[src/rtl/display_pkg.sv]
// Shared types and constants for the seven-segment scan path.
package display_pkg;

    localparam int NUM_DIGITS = 4;

    typedef logic [2:0] scan_state_t;
    localparam scan_state_t GUARD = 3'd0;
    localparam scan_state_t D0    = 3'd1;
    localparam scan_state_t D1    = 3'd2;
    localparam scan_state_t D2    = 3'd3;
    localparam scan_state_t D3    = 3'd4;

    localparam logic [3:0] DIGIT_OFF = 4'b1111;
    localparam logic [0:NUM_DIGITS-1][3:0] DIGIT_SEL = {4'b1110, 4'b1101, 4'b1011, 4'b0111};

    typedef struct packed {
        logic [5:0] value;
        logic       negative;
        logic       is_dec;
    } disp_t;

    function automatic scan_state_t digit_state(input logic [1:0] idx);
        scan_state_t s;
        s = D0;
        case (idx)
            2'd1:    s = D1;
            2'd2:    s = D2;
            2'd3:    s = D3;
            default: s = D0;
        endcase
        return s;
    endfunction

    function automatic logic [3:0] sel_for(input scan_state_t s);
        logic [3:0] sel;
        sel = DIGIT_OFF;
        case (s)
            D0:      sel = DIGIT_SEL[0];
            D1:      sel = DIGIT_SEL[1];
            D2:      sel = DIGIT_SEL[2];
            D3:      sel = DIGIT_SEL[3];
            default: sel = DIGIT_OFF;
        endcase
        return sel;
    endfunction

endpackage

[src/rtl/scan_prescaler.sv]
// Terminal-count interval counter; restarts from zero whenever load is high.
module scan_prescaler #(
    parameter int WIDTH = 17
) (
    input  logic             clk,
    input  logic             rst_n,
    input  logic             load,
    input  logic [WIDTH-1:0] terminal,
    output logic             done
);

    logic [WIDTH-1:0] count;

    always_ff @(posedge clk or negedge rst_n) begin
        if (!rst_n)    count <= '0;
        else if (load) count <= '0;
        else           count <= count + WIDTH'(1);
    end

    assign done = (count == terminal);

endmodule

[src/rtl/display_scan_controller.sv]
// Digit scan FSM with guard gaps, frame-synchronous value update and blinking.
module display_scan_controller
    import display_pkg::*;
#(
    parameter int DIGIT_TICKS  = 100000,
    parameter int GUARD_TICKS  = 2000,
    parameter int BLINK_FRAMES = 125
) (
    input  logic       clk,
    input  logic       rst_n,
    input  logic [5:0] value_in,
    input  logic       negative_in,
    input  logic       is_dec_in,
    input  logic       update,
    input  logic       blink_en,
    output logic [3:0] digit_sel,
    output logic [5:0] display_value,
    output logic       show_negative,
    output logic       is_dec,
    output logic       frame_start,
    output logic       pending
);

    localparam int MAX_TICKS = (DIGIT_TICKS > GUARD_TICKS) ? DIGIT_TICKS : GUARD_TICKS;
    localparam int CNT_W     = $clog2(MAX_TICKS);
    localparam int FCNT_W    = (BLINK_FRAMES > 1) ? $clog2(BLINK_FRAMES) : 1;
    localparam logic [CNT_W-1:0]  DIGIT_TC = CNT_W'(DIGIT_TICKS - 1);
    localparam logic [CNT_W-1:0]  GUARD_TC = CNT_W'(GUARD_TICKS - 1);
    localparam logic [FCNT_W-1:0] BLINK_TC = FCNT_W'(BLINK_FRAMES - 1);

    scan_state_t       state, state_nx;
    logic [1:0]        next_idx, idx_nx;
    logic              tc_done, frame_tick;
    logic [FCNT_W-1:0] fcnt, fcnt_nx;
    logic              phase, phase_nx;
    disp_t             shadow, active;

    // Every interval end is also a state entry, so done doubles as the reload.
    scan_prescaler #(.WIDTH(CNT_W)) u_prescaler (
        .clk      (clk),
        .rst_n    (rst_n),
        .load     (tc_done),
        .terminal ((state == GUARD) ? GUARD_TC : DIGIT_TC),
        .done     (tc_done)
    );

    always_comb begin
        state_nx   = state;
        idx_nx     = next_idx;
        frame_tick = 1'b0;
        if (tc_done) begin
            if (state == GUARD) begin
                state_nx   = digit_state(next_idx);
                idx_nx     = next_idx + 2'd1;
                frame_tick = (next_idx == 2'd0);
            end else begin
                state_nx = GUARD;
            end
        end
    end

    // Phase flips together with D0 entry so a blink never splits a frame.
    always_comb begin
        fcnt_nx  = fcnt;
        phase_nx = phase;
        if (!blink_en) begin
            fcnt_nx  = '0;
            phase_nx = 1'b0;
        end else if (frame_tick) begin
            if (fcnt == BLINK_TC) begin
                fcnt_nx  = '0;
                phase_nx = ~phase;
            end else begin
                fcnt_nx = fcnt + FCNT_W'(1);
            end
        end
    end

    always_ff @(posedge clk or negedge rst_n) begin
        if (!rst_n) begin
            state       <= GUARD;
            next_idx    <= 2'd0;
            fcnt        <= '0;
            phase       <= 1'b0;
            digit_sel   <= DIGIT_OFF;
            frame_start <= 1'b0;
            pending     <= 1'b0;
            shadow      <= '0;
            active      <= '0;
        end else begin
            state       <= state_nx;
            next_idx    <= idx_nx;
            fcnt        <= fcnt_nx;
            phase       <= phase_nx;
            digit_sel   <= phase_nx ? DIGIT_OFF : sel_for(state_nx);
            frame_start <= frame_tick;
            if (frame_tick && pending) active <= shadow;
            if (update) begin
                shadow.value    <= value_in;
                shadow.negative <= negative_in;
                shadow.is_dec   <= is_dec_in;
            end
            // A capture on the apply cycle survives into the next frame.
            pending <= update | (pending & ~frame_tick);
        end
    end

    assign display_value = active.value;
    assign show_negative = active.negative;
    assign is_dec        = active.is_dec;

endmodule
[config.mk]
export PLATFORM = sky130hd
export DESIGN_NAME = display_scan_controller
export DESIGN_NICKNAME = d
export VERILOG_FILES = /design/src/rtl/display_pkg.sv /design/src/rtl/scan_prescaler.sv /design/src/rtl/display_scan_controller.sv
export SDC_FILE = /design/constraint.sdc
export NUM_CORES = 1
export LEC_CHECK = 0
export CORE_ASPECT_RATIO = 0.7
export CORE_MARGIN = 1
export CORE_UTILIZATION = 35
export CTS_CLUSTER_SIZE = 28
export DETAILED_ROUTE_END_ITERATION = 12
export GPL_TIMING_DRIVEN = 0
export HOLD_SLACK_MARGIN = 0.03
export MAX_ROUTING_LAYER = met4
export PLACE_DENSITY = 0.59
export SYNTH_ARGS = -nofsm -noshare
export SYNTH_HDL_FRONTEND = slang
export SYNTH_SLANG_ARGS = --single-unit
[constraint.sdc]
create_clock -name clk -period 3.9 [get_ports clk]
set_clock_uncertainty 0.2 [all_clocks]
set_input_delay 0.585 -clock clk [delete_from_list [all_inputs] [get_ports clk]]
set_output_delay 0.585 -clock clk [all_outputs]
set_load 0.01 [all_outputs]
Word level (Yosys, flattened, before mapping)
Index checks and enable logic that the tools add are counted.
Word-level totals
  register bits: 52
  output and inout port bits: 14
  word-level logic and storage cells: 50
Cells by class
  add/sub/neg operators: 3
  equality and inequality tests: 10
  muxes and demuxes: 15
  bitwise operators: 4
  reductions and logical operators: 4
Operator list (number)
  two-way mux 17 bit: 2
  two-way mux 7 bit: 3
  adder 17 x 1 -> 17 bit (second input constant): 1
  equality test 17 bit: 1
  case mux 4 bit (4 select lines): 1
  case mux 3 bit (3 select lines): 1
  adder 7 x 1 -> 7 bit (second input constant): 1
  equality test 7 bit (second input constant): 1
  equality test 3 x 2 -> 1 bit (second input constant): 2
  two-way mux 3 bit: 2
  two-way mux 1 bit: 5
  equality test 2 bit (second input constant): 2
  two-way mux 4 bit: 1
  equality test 3 x 1 -> 1 bit (second input constant): 1
  equality test 3 bit (second input constant): 1
  zero test 3 bit: 1
  adder 2 x 1 -> 2 bit (second input constant): 1
  equality test 2 x 1 -> 1 bit (second input constant): 1
  zero test 2 bit: 1
  != test 2 x 1 -> 1 bit (second input constant): 1
  NOT 1 bit: 2
  AND reduction 2 bit: 1
  bitwise AND 1 bit: 1
  logical AND 1 bit: 1
  bitwise OR 1 bit: 1

Logic depth before layout (Yosys ltp)
Gate-level depths: netlist of the first run.
  depth in word-level cells: 7
  gate-level depth with buffers: 7
  gate-level depth less buffers: 7

Modules after synthesis
Synthesis of the first run repeated with hierarchy kept, for this count alone.
Unflattened totals
  cells, all modules: 231
  area total of the unflattened synthesis: 2596.2 µm²
By module, submodules not included
  display_scan_controller: times used 1, cells an instance 126, area an instance 1582.8 µm², seq. area each 880.8 µm²
  scan_prescaler: times used 1, cells an instance 105, area an instance 1013.5 µm², seq. area each 425.4 µm²

Worst setup path after synthesis of the first run
No wires, ideal clock.
  path type: register -> register
  start point: reg u_prescaler.count[15]
  end point: reg digit_sel[1]
  setup time: 66 ps
  data arrival time: 2119 ps
  required time: 3634 ps
  setup slack: 1514 ps
  stages on the path, launching flop included: 6
  buffers on the path: 0
  period minus slack after synthesis: 2386 ps
  cells stage by stage: dfrtp_1 or4b_1 or4_4 nor4_4 mux2_4 nand4_1
Between the ends
  cells in the longest elaborated chain, start to end: 5
  elaborated cells between the ends (all ways): 11
  classes of those cells: eq/ne (5); mux (6)
Ends and longest elaborated chain
  from (decl): RTL line scan_prescaler.sv:12  | logic [WIDTH-1:0] count;
  from (signal assigned): RTL line scan_prescaler.sv:17  | else count <= count + WIDTH'(1);
  equality test 17 bit (*): RTL line scan_prescaler.sv:20  | assign done = (count == terminal);
  two-way mux 3 bit or two-way mux 1 bit (tied branches): RTL line display_scan_controller.sv:51  | if (tc_done) begin
  equality test 3 bit, or another cell as far along: RTL line display_pkg.sv:37  | case (s)
  case mux 4 bit (4 select lines) or two-way mux 1 bit (tied branches): RTL line display_pkg.sv:37, display_scan_controller.sv:66
  two-way mux 4 bit (*): RTL line display_scan_controller.sv:95  | digit_sel <= phase_nx ? DIGIT_OFF : sel_for(state_nx);
  to (signal assigned): RTL line display_scan_controller.sv:95
  to (decl): RTL line display_scan_controller.sv:16  | output logic [3:0] digit_sel,
Every way passes the cells marked *; elsewhere a longest branch is shown, timed or not.
A chain may end at the register's enable or synchronous reset.

Worst setup path in the final report of the first run
  start point: reg u_prescaler.count[15]
  end point: reg active (netlist bit display_value[0])
Between the ends
  cells in the longest elaborated chain, start to end: 3
Ends and longest elaborated chain
  equality test 17 bit: RTL line scan_prescaler.sv:20
  two-way mux 1 bit: RTL line display_scan_controller.sv:51
  via frame_tick: RTL line display_scan_controller.sv:33  | logic tc_done, frame_tick;
  logical AND 1 bit: RTL line display_scan_controller.sv:97  | if (frame_tick && pending) active <= shadow;
  to (signal assigned): RTL line display_scan_controller.sv:97
  to (decl): RTL line display_scan_controller.sv:36  | disp_t shadow, active;
The timed path passes the listed nets, and every way through them passes these cells.

==> results.txt, run 1 <==
initial antenna violation count: 0
Pwr Total: 0.954 mW
part of the power in the clock network: 38.6%
Worst R2R Path Depth: 6
Initial DRC Count: 104
Comb pwr share: 3.6%
Max VDD drop: 0.177 mV
root buf cell: clkbuf_8
GRT overflow: 0
internal power component: 0.755 mW
Die H: 70.3 um
Worst path slowest cell: or4b_1
CTS Buf Count: 5
Switching Share: 20.8%
depth of the CTS H-tree: 2
Layout Area Growth over Synthesis: 20.6%
Ports: 26
CTS clk-pin slew, worst paths: 0.09 ns
setup tns final: 0 ns
status: complete, no violations
setup violators final: 0
Avg WL per Cell: 12.8 um
RSZ-0062 raised after global routing: false
Final Hold Viols: 0
CP startpoint kind: flop
post-synthesis sequential area ratio: 56.0%
Mean Syn Cell Area: 11.5 um2
Worst path top cell family by delay: simple AND/OR/NAND/NOR gates
Final HPWL DP: 3.06 mm
Seq pwr share: 57.7%
filler instances: 603
Worst R2R Setup Slack: 1.27 ns
Critical Path AT: 2.62 ns
drt pass-1 iters: 4
Finished Cell Area: 2810 um2
crit-path cells: or4b_1 -> nor4_1 -> nand3_1 -> inv_2 -> nand2_2 -> mux2_2
Layout Nets: 253
max-cap violation count: 0
most common cell after layout, fill and taps aside: dfrtp_1
Post-Syn Instances: 203
Worst Setup Path Type: reg -> reg
number of global-route vias before repair: 1536
start of the worst register-to-register path: u_prescaler.count[15]
pin count of the biggest net entering global routing: 29
Slew HR: 60.6%
Post-Syn Area: 2330 um2
DRC viols: 0
area post-placement: 2700 um2
layout cells sized above 1: 15.3%
min cycle time layout: 2.63 ns
Initial Util: 36.8%
Crit Path Max Fanout: 8
Routed Antenna Nets: 0
Worst Max-Slew Pin Slew: 0.591 ns
gr usage total: 13.9%
WP buf/inv: 1
deepest clock path buffer count: 2
warnings from Yosys: 0
CP endpoint kind: flop
Power Dens Cells: 339 nW/um2
register bit total from synthesis: 52
Slew Limit Fails: 0
Crit Reg-Reg Endpoint: display_value[0]
max incr delay on CP: 0.55 ns
Leak: 1.24 nW
clk sink count: 52
Inserted Diodes: 0
# rows: 24
Critical Path Start: u_prescaler.count[15]
min-delay worst type: in -> async
CP Data Required Time: 3.89 ns
port buffer count: 24
syn_nets: 221
clock latency on the worst-skew pair: 0.30 ns
commonest cells after routing, fill and taps aside: dfrtp_1 (48), clkdlybuf4s50_1 (23), nor2_1 (19), mux2_2 (16)
die width: 99.6 um
hold_buf cts: 0
routed via count: 1547
global-route wire length before repair: 7.51 mm
Netlist cell types: 36
Vias/cell: 4.73
Final GP Congestion: 0.752
setup bufs post-CTS: 0
CTS tree: built
WL final: 4.20 mm
switching pwr: 0.199 mW
Resized cells post-CTS: 0
Tcrit/Tclk final: 67.4%
FMAX: 0.380 GHz
die area: 7000 um2
core area: 6340 um2
==> per-stage QoR <==
step	std cells	utilization (%)	worst slack [ns]	hold WS [ns]
final	327	44.4	1.27	0.0789
after CTS	327	44.4	1.26	0.109
after global placement	318	42.4	0.475	0.243
after detailed placement	319	42.6	1.27	0.249
after floorplan	203	-	1.51	0.0894
after global routing	327	44.4	1.10	0.115
==> power groups by stage <==
stage / Clock [mW] / Sequential (mW) / Combinational, mW
final: 0.369 / 0.551 / 0.0348
after global routing: 0.400 / 0.552 / 0.0392
after CTS: 0.379 / 0.551 / 0.0365
after detailed placement: 0 / 0.562 / 0.0363
after global placement: 0 / 0.561 / 0.0340
after floorplan: 0 / 0.560 / 0.0112
==> logic make-up (layout without fill, tap and decap cells) <==
group,Yosys count,count (layout),share of synthesized area [%]
AND/OR/NAND/NOR,82,82,19.5
XOR/XNOR,18,18,6.76
adder cells (fa/ha/maj),6,6,3.22
multiplexers,17,17,8.37
AO/OA/AOI/OAI,15,15,4.02
buffers and inverters,13,46,2.09
flip-flops,52,52,56.0
==> synth_stat cells <==
master / instances / area [um2]
a21boi_0: 1 / 7.51
a21o_1: 2 / 15.0
a21oi_1: 4 / 20.0
a22oi_1: 3 / 22.5
and2_1: 4 / 25.0
and3_1: 2 / 12.5
and4_1: 2 / 17.5
clkbuf_1: 2 / 7.51
dfrtp_1: 48 / 1200
dfstp_2: 4 / 105
ha_1: 6 / 75.1
inv_1: 10 / 37.5
inv_2: 1 / 3.75
mux2_2: 16 / 180
mux2_4: 1 / 15.0
nand2_1: 12 / 45.0
nand2_2: 1 / 6.26
nand2b_1: 3 / 18.8
nand3_1: 9 / 45.0
nand3b_1: 1 / 7.51
nand4_1: 9 / 56.3
nand4b_1: 2 / 17.5
nor2_1: 19 / 71.3
nor2b_1: 2 / 12.5
nor3_1: 4 / 20.0
nor4_1: 2 / 12.5
nor4_4: 1 / 21.3
o21ai_0: 4 / 20.0
o41ai_1: 1 / 8.76
or2_2: 1 / 6.26
or3_1: 5 / 31.3
or4_1: 1 / 7.51
or4_4: 1 / 11.3
or4b_1: 1 / 10.0
xnor2_1: 6 / 52.6
xor2_1: 12 / 105
==> state kept, by name, indices dropped and copies added, names as in the netlist <==
| name | cells |
|---|---|
| shadow | 8 |
| state | 3 |
| next_idx | 2 |
| display_value | 6 |
| fcnt | 7 |
| digit_sel | 4 |
| is_dec | 1 |
| u_prescaler.count | 17 |
| phase | 1 |
| frame_start | 1 |
| pending | 1 |
| show_negative | 1 |
==> worst register-to-register path: cells and delay by family (launching register included) <==
family	cells	cell delay (ns)
and+or+nand+nor	4	1.35
DFF	1	0.43
buffers and inverters	1	0.22
muxes	1	0.31
==> worst max path at each step <==
| stage | end | slack (ns) | cells after the start |
|---|---|---|---|
| 6_report | display_value[0] | 1.27 | 6 |
| 5_1_grt | display_value[0] | 1.10 | 6 |
| 3_5_place_dp | display_value[1] | 1.27 | 6 |
| 2_1_floorplan | digit_sel[1] | 1.51 | 5 |
| 3_3_place_gp | fcnt[4] | 0.47 | 1 |
| 4_1_cts | display_value[0] | 1.26 | 6 |
==> routing by layer <==
metal / part of all wire, % / wire length [um] / GRT usage, %
met5: 0 / 0 / -
met4: 0.74 / 31 / 2.94
met3: 3.2 / 135 / 2.70
met2: 40 / 1670 / 17.7
met1: 56 / 2360 / 22.4
==> cell type report <==
cell class,count,area (um2),share of cell area (%)
Timing Repair Buffer,25,255,9.07
Clock buffer,5,68.8,2.45
Tap cell,91,114,4.05
Buffer,2,7.51,0.267
Clock inverter,3,42.5,1.51
Sequential cell,52,1310,46.4
Multi-Input combinational cell,138,977,34.7
Inverter,11,41.3,1.47
No activity file was read; power rests on OpenSTA's default activity.
==> run 2: changes to the inputs <==
==> constraint.sdc (replaced) <==
create_clock -name clk -period 2.5 [get_ports clk]
set_clock_uncertainty 0.2 [all_clocks]
set_input_delay 0.375 -clock clk [delete_from_list [all_inputs] [get_ports clk]]
set_output_delay 0.375 -clock clk [all_outputs]
set_load 0.01 [all_outputs]
==> run 2 against run 1 <==
Die area did not move. Clock power rose by 55%. Hold slack improved by 0.18 ns. First-iteration DRC count fell by 32%. Register-to-register slack got worse by 1.2 ns. Total power rose by 56%. Critical path type unchanged. Critical endpoint is now digit_sel[0].
==> results.txt, run 2 (synthesis gave the netlist of run 1 again) <==
setup tns final: 0 ns (unchanged)
GRT met3 Usage: 2.70% (unchanged)
CP Data Required Time: 2.54 ns (-1.35 ns)
Ports: 26 (unchanged)
drt pass-1 iters: 4 (unchanged)
routed via count: 1592 (+2.9%)
min-delay worst type: reg -> reg
Pwr Total: 1.49 mW (+56%)
Register Area: 1310 um2 (unchanged)
Placed Cells: 319 (unchanged)
WL final: 4.48 mm (+6.6%)
status: complete, no violations
deepest clock path buffer count: 2 (unchanged)
Initial Util: 36.8% (unchanged)
Worst R2R Setup Slack: 0.03 ns (-1.24 ns)
Reg with most FFs: u_prescaler.count
CP startpoint kind: flop
port buffer count: 24 (unchanged)
smallest hold slack: 0.261 ns (+0.182 ns)
initial antenna violation count: 0 (unchanged)
depth of the CTS H-tree: 2 (unchanged)
die width: 99.6 um (unchanged)
Initial DRC Count: 71 (-32%)
min cycle time layout: 2.47 ns (-0.163 ns)
die area: 7000 um2 (unchanged)
WHS Path Cells: 1
Worst Setup Path Type: reg -> reg
clock latency on the worst-skew pair: 0.30 ns (about the same)
Worst Max-Slew Pin Slew: 0.594 ns (+0.00304 ns)
Tcrit/Tclk final: 98.6% (+31 points)
Routed Antenna Nets: 0 (unchanged)
met2 GRT Util: 19.0% (+1.3 points)
registers with the most flip-flops: u_prescaler.count (17), shadow (8), fcnt (7)
DP Worst Slack: -0.133 ns (-1.40 ns)
GR Util met1: 22.6% (+0.26 points)
setup violators final: 0 (unchanged)
GRT overflow: 0 (unchanged)
core area: 6340 um2 (unchanged)
Worst R2R Path Depth: 5 (-1)
final core utilization: 46.9% (+2.5 points)
Layout Area Growth over Synthesis: 27.3%
commonest cells after routing, fill and taps aside: dfrtp_1 (48), clkdlybuf4s50_1 (23), nor2_1 (18), mux2_2 (16)
Slew HR: 60.4% (-0.20 points)
CP endpoint kind: flop
area post-placement: 2700 um2 (unchanged)
Finished Cell Area: 2970 um2 (+5.6%)
# rows: 24 (unchanged)
most crowded layer after global routing: met1
Critical Path AT: 2.50 ns (-0.12 ns)
Die H: 70.3 um (unchanged)
CTS clk-pin slew, worst paths: 0.09 ns (about the same)
Vias/cell: 4.68 (-1.0%)
Max VDD drop: 0.274 mV (+55%)
Layout Cells excl Fill: 340 (+4.0%)
pin count of the biggest net entering global routing: 29 (unchanged)
Final Hold Viols: 0 (unchanged)
RSZ-0062 raised after global routing: true
Multi-input gate area: 1030 um2 (+5.4%)
Avg WL per Cell: 13.2 um (+2.5%)
root buf cell: clkbuf_8
Inserted Diodes: 0 (unchanged)
Leak: 1.31 nW (+5.6%)
PnR worst setup slack: 0.0347 ns (-1.24 ns)
number of global-route vias before repair: 1601 (+4.2%)
max-cap violation count: 0 (unchanged)
Slew Limit Fails: 0 (unchanged)
most common cell after layout, fill and taps aside: dfrtp_1
max FFs per register: 17 (unchanged)
FMAX: 0.406 GHz (+6.6%)
CTS tree: built
Final HPWL DP: 3.06 mm (unchanged)
gr usage total: 14.4% (+0.47 points)
filler instances: 583 (-3.3%)
layout cells sized above 1: 22.9% (+7.6 points)
Layout Nets: 266 (+5.1%)
CTS Buf Count: 5 (unchanged)
clk sink count: 52 (unchanged)
global-route wire length before repair: 7.76 mm (+3.4%)
DRC viols: 0 (unchanged)
Power Dens Cells: 501 nW/um2 (+48%)
Crit Path Max Fanout: 5 (-3)
Final GP Congestion: 0.752 (unchanged)
==> run 2: final timing paths <==
check                                     startpoint                   end
worst max-delay path                        state[0]          digit_sel[0]
worst min-delay path            u_prescaler.count[0]  u_prescaler.count[0]
worst max register to register              state[0]          digit_sel[0]
worst min register to register  u_prescaler.count[0]  u_prescaler.count[0]
max in group asynchronous                      rst_n          digit_sel[0]
min in group asynchronous                      rst_n  u_prescaler.count[2]
==> run 2: per-layer routing <==
| layer | part of all wire, % | vias to the layer above | wire length [um] |
|---|---|---|---|
| met4 | 1.2 | 0 | 52 |
| met2 | 42 | 18 | 1860 |
| met1 | 54 | 774 | 2440 |
| met3 | 2.7 | 4 | 123 |
| li1 | - | 796 | - |
| met5 | 0 | - | 0 |
==> run 2: worst max-delay path, stage by stage, from the launching register on <==
cell,delay (ns)
dfrtp_1,0.41
or4b_4,0.53
or4_4,0.47
nor4_4,0.34
mux2_4,0.36
nand4_1,0.10
==> run 2: final cells by class <==
type / instances / area share (%)
Inverter: 11 / 1.47
Buffer: 2 / 0.295
Sequential cell: 52 / 44.0
Timing Repair Buffer: 38 / 12.0
Tap cell: 91 / 3.83
Multi-Input combinational cell: 138 / 34.7
Clock buffer: 5 / 2.32
Clock inverter: 3 / 1.43
==> run 2: timing repair <==
item / 4_1_cts / 5_1_grt
setup endpoints to repair: 27 / 32
hold endpoints to repair: 24 / 0
hold buffers: 1 / 0
setup buffers: 6 / 6
pin swaps: 5 / 4
resized for setup: 6 / 7
==> run 2: power breakdown <==
group	leakage [nW]	internal, mW	switching (mW)	total, mW
combinational	0.581	0.0293	0.0262	0.0555
sequential	0.675	0.854	0.00563	0.859
clock	0.0541	0.297	0.275	0.571
